[config.mk]
export PLATFORM = sky130hd
export DESIGN_NAME = sparse_array_sequencer
export DESIGN_NICKNAME = d
export VERILOG_FILES = /design/src/rtl/sparse_pkg.sv /design/src/rtl/sparse_lane_buffer.sv /design/src/rtl/sparse_array_sequencer.sv
export SDC_FILE = /design/constraint.sdc
export NUM_CORES = 2
export LEC_CHECK = 0
export BUFFER_PORTS_ARGS = -buffer_cell sky130_fd_sc_hd__buf_4
export CAP_MARGIN = 10
export CORE_ASPECT_RATIO = 0.6
export CORE_MARGIN = 2
export CORE_UTILIZATION = 67
export CTS_CLUSTER_SIZE = 12
export DETAILED_ROUTE_END_ITERATION = 16
export PLACE_DENSITY = 0.85
export SETUP_SLACK_MARGIN = 0.5
export SLEW_MARGIN = 20
export SYNTH_ARGS = -nofsm -noshare
export SYNTH_HDL_FRONTEND = slang
export SYNTH_SLANG_ARGS = --single-unit
[constraint.sdc]
create_clock -name clk -period 141.9 [get_ports clk]
set_input_delay 28.38 -clock clk [delete_from_list [all_inputs] [get_ports clk]]
set_output_delay 28.38 -clock clk [all_outputs]
set_load 0.1 [all_outputs]
[src/rtl/sparse_pkg.sv]
// Shared parameters, controller state encoding and the packed edge-element
// type for the sparse systolic-array sequencer.
package sparse_pkg;

    localparam int DATA_WIDTH = 8;
    localparam int INDEX_SIZE = 3;
    localparam int ARRAY_SIZE = 8;
    localparam int MAX_NNZ    = 8;
    localparam int LANE_W     = 3;

    typedef enum logic [1:0] {
        IDLE  = 2'd0,
        FEED  = 2'd1,
        DRAIN = 2'd2,
        DONE  = 2'd3
    } state_e;

    typedef struct packed {
        logic [INDEX_SIZE-1:0] index;
        logic [DATA_WIDTH-1:0] data;
    } elem_t;

endpackage

[src/rtl/sparse_lane_buffer.sv]
// One edge-lane stream store with a skewed, registered read: the lane emits
// element (t - LANE) while that position lies inside the stream window.
module sparse_lane_buffer
    import sparse_pkg::*;
#(
    parameter int DATA_WIDTH = sparse_pkg::DATA_WIDTH,
    parameter int INDEX_SIZE = sparse_pkg::INDEX_SIZE,
    parameter int MAX_NNZ    = sparse_pkg::MAX_NNZ,
    parameter int LANE_W     = sparse_pkg::LANE_W,
    parameter int TW         = LANE_W + 2,
    parameter int LANE       = 0
) (
    input  logic                             clk,
    input  logic                             rst,
    input  logic                             i_we,
    input  logic [LANE_W-1:0]                i_addr,
    input  logic [INDEX_SIZE+DATA_WIDTH-1:0] i_wr_elem,
    input  logic                             i_rd_en,
    input  logic [TW-1:0]                    i_rd_t,
    output logic [INDEX_SIZE+DATA_WIDTH-1:0] o_elem
);

    localparam int EW = INDEX_SIZE + DATA_WIDTH;
    localparam logic [TW-1:0] LANE_T = TW'(LANE);
    localparam logic [TW-1:0] NNZ_T  = TW'(MAX_NNZ);

    logic [EW-1:0]     r_mem [MAX_NNZ];
    logic [TW-1:0]     w_rel;
    logic              w_hit;
    logic [LANE_W-1:0] w_ptr;
    logic [EW-1:0]     w_rd;

    assign w_rel = i_rd_t - LANE_T;
    assign w_hit = (i_rd_t >= LANE_T) && (w_rel < NNZ_T);
    assign w_ptr = w_rel[LANE_W-1:0];

    // Read port with write bypass so a write landing on the start edge is seen
    always_comb begin
        w_rd = r_mem[w_ptr];
        if (i_we && (i_addr == w_ptr)) begin
            w_rd = i_wr_elem;
        end else begin
            w_rd = r_mem[w_ptr];
        end
    end

    // Element store
    always_ff @(posedge clk or posedge rst) begin
        if (rst) begin
            for (int i = 0; i < MAX_NNZ; i++) begin
                r_mem[i] <= {EW{1'b0}};
            end
        end else if (i_we) begin
            r_mem[i_addr] <= i_wr_elem;
        end
    end

    // Registered edge output, zero outside the skew window
    always_ff @(posedge clk or posedge rst) begin
        if (rst) begin
            o_elem <= {EW{1'b0}};
        end else if (i_rd_en && w_hit) begin
            o_elem <= w_rd;
        end else begin
            o_elem <= {EW{1'b0}};
        end
    end

endmodule

[src/rtl/sparse_array_sequencer.sv]
// Feeds buffered (index, value) streams into the top and left edges of a
// sparse systolic array with diagonal skew, drains it, then pulses done.
module sparse_array_sequencer
    import sparse_pkg::*;
#(
    parameter int DATA_WIDTH = sparse_pkg::DATA_WIDTH,
    parameter int INDEX_SIZE = sparse_pkg::INDEX_SIZE,
    parameter int ARRAY_SIZE = sparse_pkg::ARRAY_SIZE,
    parameter int MAX_NNZ    = sparse_pkg::MAX_NNZ,
    parameter int LANE_W     = sparse_pkg::LANE_W
) (
    input  logic                             clk,
    input  logic                             rst,
    input  logic                             cfg_we,
    input  logic                             cfg_side,
    input  logic [LANE_W-1:0]                cfg_lane,
    input  logic [LANE_W-1:0]                cfg_addr,
    input  logic [DATA_WIDTH-1:0]            cfg_data,
    input  logic [INDEX_SIZE-1:0]            cfg_index,
    input  logic                             start,
    output logic                             busy,
    output logic                             done,
    output logic [ARRAY_SIZE*DATA_WIDTH-1:0] o_up,
    output logic [ARRAY_SIZE*INDEX_SIZE-1:0] o_up_index,
    output logic [ARRAY_SIZE*DATA_WIDTH-1:0] o_left,
    output logic [ARRAY_SIZE*INDEX_SIZE-1:0] o_left_index
);

    localparam int TW = LANE_W + 2;
    localparam int EW = INDEX_SIZE + DATA_WIDTH;
    localparam logic [TW-1:0] F_LAST = TW'(MAX_NNZ + ARRAY_SIZE - 2);
    localparam logic [TW-1:0] D_LAST = TW'(2 * ARRAY_SIZE - 2);

    state_e        r_state, w_state_nxt;
    logic [TW-1:0] r_t, w_t_nxt, w_rd_t;
    logic          w_rd_en, w_wr_open, w_wr_go;
    logic          r_busy, r_done;
    logic          w_lane_ok, w_addr_ok;
    logic [EW-1:0] w_wr_elem;
    logic [EW-1:0] w_up_elem   [ARRAY_SIZE];
    logic [EW-1:0] w_left_elem [ARRAY_SIZE];

    // Next state, counter and read-slot selection
    always_comb begin
        w_state_nxt = r_state;
        w_t_nxt     = r_t;
        w_rd_en     = 1'b0;
        w_rd_t      = r_t;
        w_wr_open   = 1'b0;
        case (r_state)
            IDLE: begin
                w_wr_open = 1'b1;
                if (start) begin
                    w_state_nxt = FEED;
                    w_t_nxt     = {TW{1'b0}};
                    w_rd_en     = 1'b1;
                    w_rd_t      = {TW{1'b0}};
                end else begin
                    w_state_nxt = IDLE;
                end
            end
            FEED: begin
                if (r_t == F_LAST) begin
                    w_state_nxt = DRAIN;
                    w_t_nxt     = {TW{1'b0}};
                end else begin
                    w_t_nxt = r_t + TW'(1);
                    w_rd_en = 1'b1;
                    w_rd_t  = r_t + TW'(1);
                end
            end
            DRAIN: begin
                if (r_t == D_LAST) begin
                    w_state_nxt = DONE;
                    w_t_nxt     = {TW{1'b0}};
                end else begin
                    w_t_nxt = r_t + TW'(1);
                end
            end
            DONE: begin
                w_wr_open   = 1'b1;
                w_state_nxt = IDLE;
            end
            default: begin
                w_state_nxt = IDLE;
                w_t_nxt     = {TW{1'b0}};
            end
        endcase
    end

    // State, counter and status flags
    always_ff @(posedge clk or posedge rst) begin
        if (rst) begin
            r_state <= IDLE;
            r_t     <= {TW{1'b0}};
            r_busy  <= 1'b0;
            r_done  <= 1'b0;
        end else begin
            r_state <= w_state_nxt;
            r_t     <= w_t_nxt;
            r_busy  <= (w_state_nxt == FEED) || (w_state_nxt == DRAIN);
            r_done  <= (w_state_nxt == DONE);
        end
    end

    assign busy      = r_busy;
    assign done      = r_done;
    assign w_lane_ok = {1'b0, cfg_lane} < (LANE_W + 1)'(ARRAY_SIZE);
    assign w_addr_ok = {1'b0, cfg_addr} < (LANE_W + 1)'(MAX_NNZ);
    assign w_wr_go   = cfg_we && w_wr_open && w_lane_ok && w_addr_ok;
    assign w_wr_elem = {cfg_index, cfg_data};

    for (genvar k = 0; k < ARRAY_SIZE; k++) begin : g_lane
        sparse_lane_buffer #(
            .DATA_WIDTH(DATA_WIDTH), .INDEX_SIZE(INDEX_SIZE), .MAX_NNZ(MAX_NNZ),
            .LANE_W(LANE_W), .TW(TW), .LANE(k)
        ) u_up (
            .clk(clk), .rst(rst),
            .i_we(w_wr_go && !cfg_side && (cfg_lane == LANE_W'(k))),
            .i_addr(cfg_addr), .i_wr_elem(w_wr_elem),
            .i_rd_en(w_rd_en), .i_rd_t(w_rd_t), .o_elem(w_up_elem[k])
        );
        sparse_lane_buffer #(
            .DATA_WIDTH(DATA_WIDTH), .INDEX_SIZE(INDEX_SIZE), .MAX_NNZ(MAX_NNZ),
            .LANE_W(LANE_W), .TW(TW), .LANE(k)
        ) u_left (
            .clk(clk), .rst(rst),
            .i_we(w_wr_go && cfg_side && (cfg_lane == LANE_W'(k))),
            .i_addr(cfg_addr), .i_wr_elem(w_wr_elem),
            .i_rd_en(w_rd_en), .i_rd_t(w_rd_t), .o_elem(w_left_elem[k])
        );
        assign o_up[k*DATA_WIDTH +: DATA_WIDTH]         = w_up_elem[k][DATA_WIDTH-1:0];
        assign o_up_index[k*INDEX_SIZE +: INDEX_SIZE]   = w_up_elem[k][EW-1:DATA_WIDTH];
        assign o_left[k*DATA_WIDTH +: DATA_WIDTH]       = w_left_elem[k][DATA_WIDTH-1:0];
        assign o_left_index[k*INDEX_SIZE +: INDEX_SIZE] = w_left_elem[k][EW-1:DATA_WIDTH];
    end

endmodule

==> results.ini <==
[timing]
timing_worst_slew_pin_value_ps = 1236
setup_tns_ps = 0
rsz0062_at_grt = no
report.final.setup_viol = 0
finalCritPeriodShare_pct = 22.85
finClkSkew_ps = 24.07
timing.max_slew.rel_slack_pct = 17.53
fin_crit_ps = 32420
postLayoutSetupSlackWorst_ps = 109480
pins_over_slew_limit = 0
clock.fmax_ghz = 0.03084
hold_viol = 0

[yosys]
yosys.area.top_type_share_pct = 55.82
synthArstFlopShare_pct = 100.0
synthDominantAreaCellType = sky130_fd_sc_hd__dfrtp_1
synth_area_per_cell_um2 = 11.23
mappedNetlistNets = 6399
post_synth_most_frequent_cells = sky130_fd_sc_hd__dfrtp_1, sky130_fd_sc_hd__nand2_1, sky130_fd_sc_hd__mux2_2, sky130_fd_sc_hd__o21ai_0, sky130_fd_sc_hd__clkbuf_1
synth_sequential_area_ratio_pct = 55.82
dominantRegCellSynth = sky130_fd_sc_hd__dfrtp_1
synth_edf_count = 0
yosysUniqueCellTypes = 75
syn_area_um2 = 71420
synth_most_common_cell = sky130_fd_sc_hd__dfrtp_1
post_synth_main_area_contributors = sky130_fd_sc_hd__dfrtp_1, sky130_fd_sc_hd__mux2_2, sky130_fd_sc_hd__nand2_1, sky130_fd_sc_hd__mux4_2, sky130_fd_sc_hd__o21ai_0
synthCells = 6358
yosys_warnings = 0
synth.ff_latch_count = 1593

[grt]
grt_pass1_vias = 52370
grt_pass1_wl_mm = 312.6
grt_remaining_overflow = 0
grt_start_max_net_pins = 203
antenna_found_initial = 10
grt_use_total_pct = 37.25

[cts]
numClockSinks = 1593
later_pin_clock_latency_in_the_skew_report_ps = 790
cts-root-buf = sky130_fd_sc_hd__clkbuf_16
cts_repair_resized_insts = 0
post_cts.repair.setup_buffers = 0
tritoncts = built
ctsLongestPathBuffers = 3
post_cts_hold_buffer_count = 0
numCtsBuffers = 153
ctsHtreeMaxLevel = 4
clkTransAtPathRegs_ps = 60

[route]
route.vias.total = 51680
drt_drc_violations_left = 0
drt_first_iter_violations = 6706
wirelength_mm = 200.8
post_drt_wl_per_cell_um = 26.35
drtPass1Iterations = 9
postRouteAntennaNets = 0
routed_via_density = 6.779

[setup_path]
critical_path_arrival_ps = 33030
cp.required_ps = 142510
worstSetupEndpointType = flip-flop
crit_start = start
worst_reg2reg_startpoint = r_state[1]
worst-setup-path-type = input pin to flip-flop
cp-start-kind = input pin
path_max_fanout = 61

[die]
core-area_um2 = 105300
design.die.area_um2 = 109300
site_rows = 92
io-pin-count = 200
floorplan.initialDensity_pct = 67.80
dieWidth_um = 425.5
floorplan.die.height_um = 256.9

[finish]
nNetsFinal = 6212
nFillCells = 6460
flow.area_growth_from_synthesis_pct = 8.362
layout-drive-gt1-share_pct = 25.69
layout.core_utilization_pct = 73.47

[pwr]
sequential_fraction_of_design_power_pct = 45.4
power.clock.fraction_pct = 34.8
power_switching_share_pct = 30.66
pnr_total_power_mw = 1.059
p_leak_nw = 36.50
ir_worst_vdd_mv = 0.01597
p_int_uw = 734.0
comb_power_share_pct = 19.8
switching_power_uw = 324.6
pwr_density_nw_per_um2 = 13.68

[min_path]
worst_hold_startpoint = g_lane[1].u_left.r_mem[71]
worstHoldPathType = flip-flop to flip-flop

[outcome]
status = complete, no violations

[place]
post-place-ws_ps = 108660
dp.final_hpwl_mm = 117.3
gp_congestion = 0.8837
placement.io_buffers = 199

[flow_run]
drv_cap = 0

==> final timing paths <==
| check | end | slack (ps) | cells past startpoint |
|---|---|---|---|
| max in group asynchronous | g_lane[3].u_up.r_mem[12] | 109950 | 6 |
| hold reg to reg | g_lane[1].u_left.r_mem[71] | 480 | 2 |
| setup reg to reg | g_lane[1].u_up.o_elem[1] | 136280 | 12 |
| hold / removal | g_lane[1].u_left.r_mem[71] | 480 | 2 |
| setup / recovery | g_lane[1].u_up.o_elem[1] | 109480 | 11 |
| min in group asynchronous | g_lane[0].u_left.r_mem[28] | 27770 | 2 |
==> layout make-up <==
| class | instances | area, um^2 | share of cell area, % |
|---|---|---|---|
| Antenna cell | 9 | 22.52 | 0.02910 |
| Clock buffer | 176 | 4040 | 5.221 |
| Clock inverter | 12 | 116.4 | 0.1504 |
| Inverter | 24 | 115.1 | 0.1487 |
| Multi-Input combinational cell | 4129 | 29260 | 37.81 |
| Sequential cell | 1593 | 39860 | 51.51 |
| Tap cell | 1410 | 1764 | 2.280 |
| Timing Repair Buffer | 270 | 2203 | 2.847 |
==> power by group through the flow <==
stage / logic [mW] / registers (mW) / clock network, mW
floorplan: 0.134 / 0.499 / 0
global placement: 0.197 / 0.487 / 0
detailed placement: 0.201 / 0.488 / 0
CTS: 0.204 / 0.480 / 0.369
global route: 0.220 / 0.482 / 0.388
finish: 0.210 / 0.481 / 0.368
==> logic make-up after synthesis <==
logic type	Yosys count	synth area share, %
mux	1103	20.11
simple gates	2199	13.07
buf+inv	636	3.534
flops	1593	55.82
compound gates	786	6.814
xor+xnor	22	0.3224
fa+ha+maj	19	0.3329
==> worst max-delay path: stages <==
cell                        delay (ps)
sky130_fd_sc_hd__buf_4             140
sky130_fd_sc_hd__mux2i_2           340
sky130_fd_sc_hd__o2bb2ai_2         200
sky130_fd_sc_hd__a21o_4            350
sky130_fd_sc_hd__buf_4             770
sky130_fd_sc_hd__ha_4              740
sky130_fd_sc_hd__xnor2_1           130
sky130_fd_sc_hd__nor2_1            540
sky130_fd_sc_hd__nand3_1           850
sky130_fd_sc_hd__nor2_1            440
sky130_fd_sc_hd__a211oi_1          110
==> metal layers <==
layer | vias to the layer above | routed length [um] | track usage [%]
met5 | - | 27 | 0
met4 | 4 | 9360 | 16.68
met3 | 645 | 24430 | 11.19
met2 | 3174 | 87960 | 52.81
met1 | 26300 | 79070 | 53.62
li1 | 21550 | - | -
==> placed cells by master (no fill, tap or decap), drive strengths merged, types with 4 or more instances in the layout <==
cell       n
mux2i     38
inv       31
a21oi      5
a311oi    35
mux4     176
dfrtp   1593
a21o       4
a311o     22
a31oi     33
clkbuf   176
nor2     181
a221oi    22
nand2b     9
nand3    367
and2       4
clkinv     5
nor3      49
nor2b      5
xor2       4
ha        19
diode      9
xnor2     17
o21bai    12
nand3b    24
o311a     22
a211oi    56
buf      270
and3     104
mux2     889
o21ai    525
nand2   1431
o211a     33
==> sequential cells by signal (all words and copies together) (netlist names) <==
signal                flops
g_lane.u_left.r_mem     704
g_lane.u_up.r_mem       704
g_lane.u_left.o_elem     88
g_lane.u_up.o_elem       88
r_t                       5
r_state                   2
busy                      1
done                      1
==> metrics by stage <==
stage	cells	hold WS, ps	area, um^2
global placement	7419	456.5	72990
global route	7619	501.2	77380
finish	7623	477.2	77390
detailed placement	7420	464.8	73020
CTS	7608	479.8	77170
floorplan	6358	444.6	71420
No activity file was read; power rests on OpenSTA's default activity.
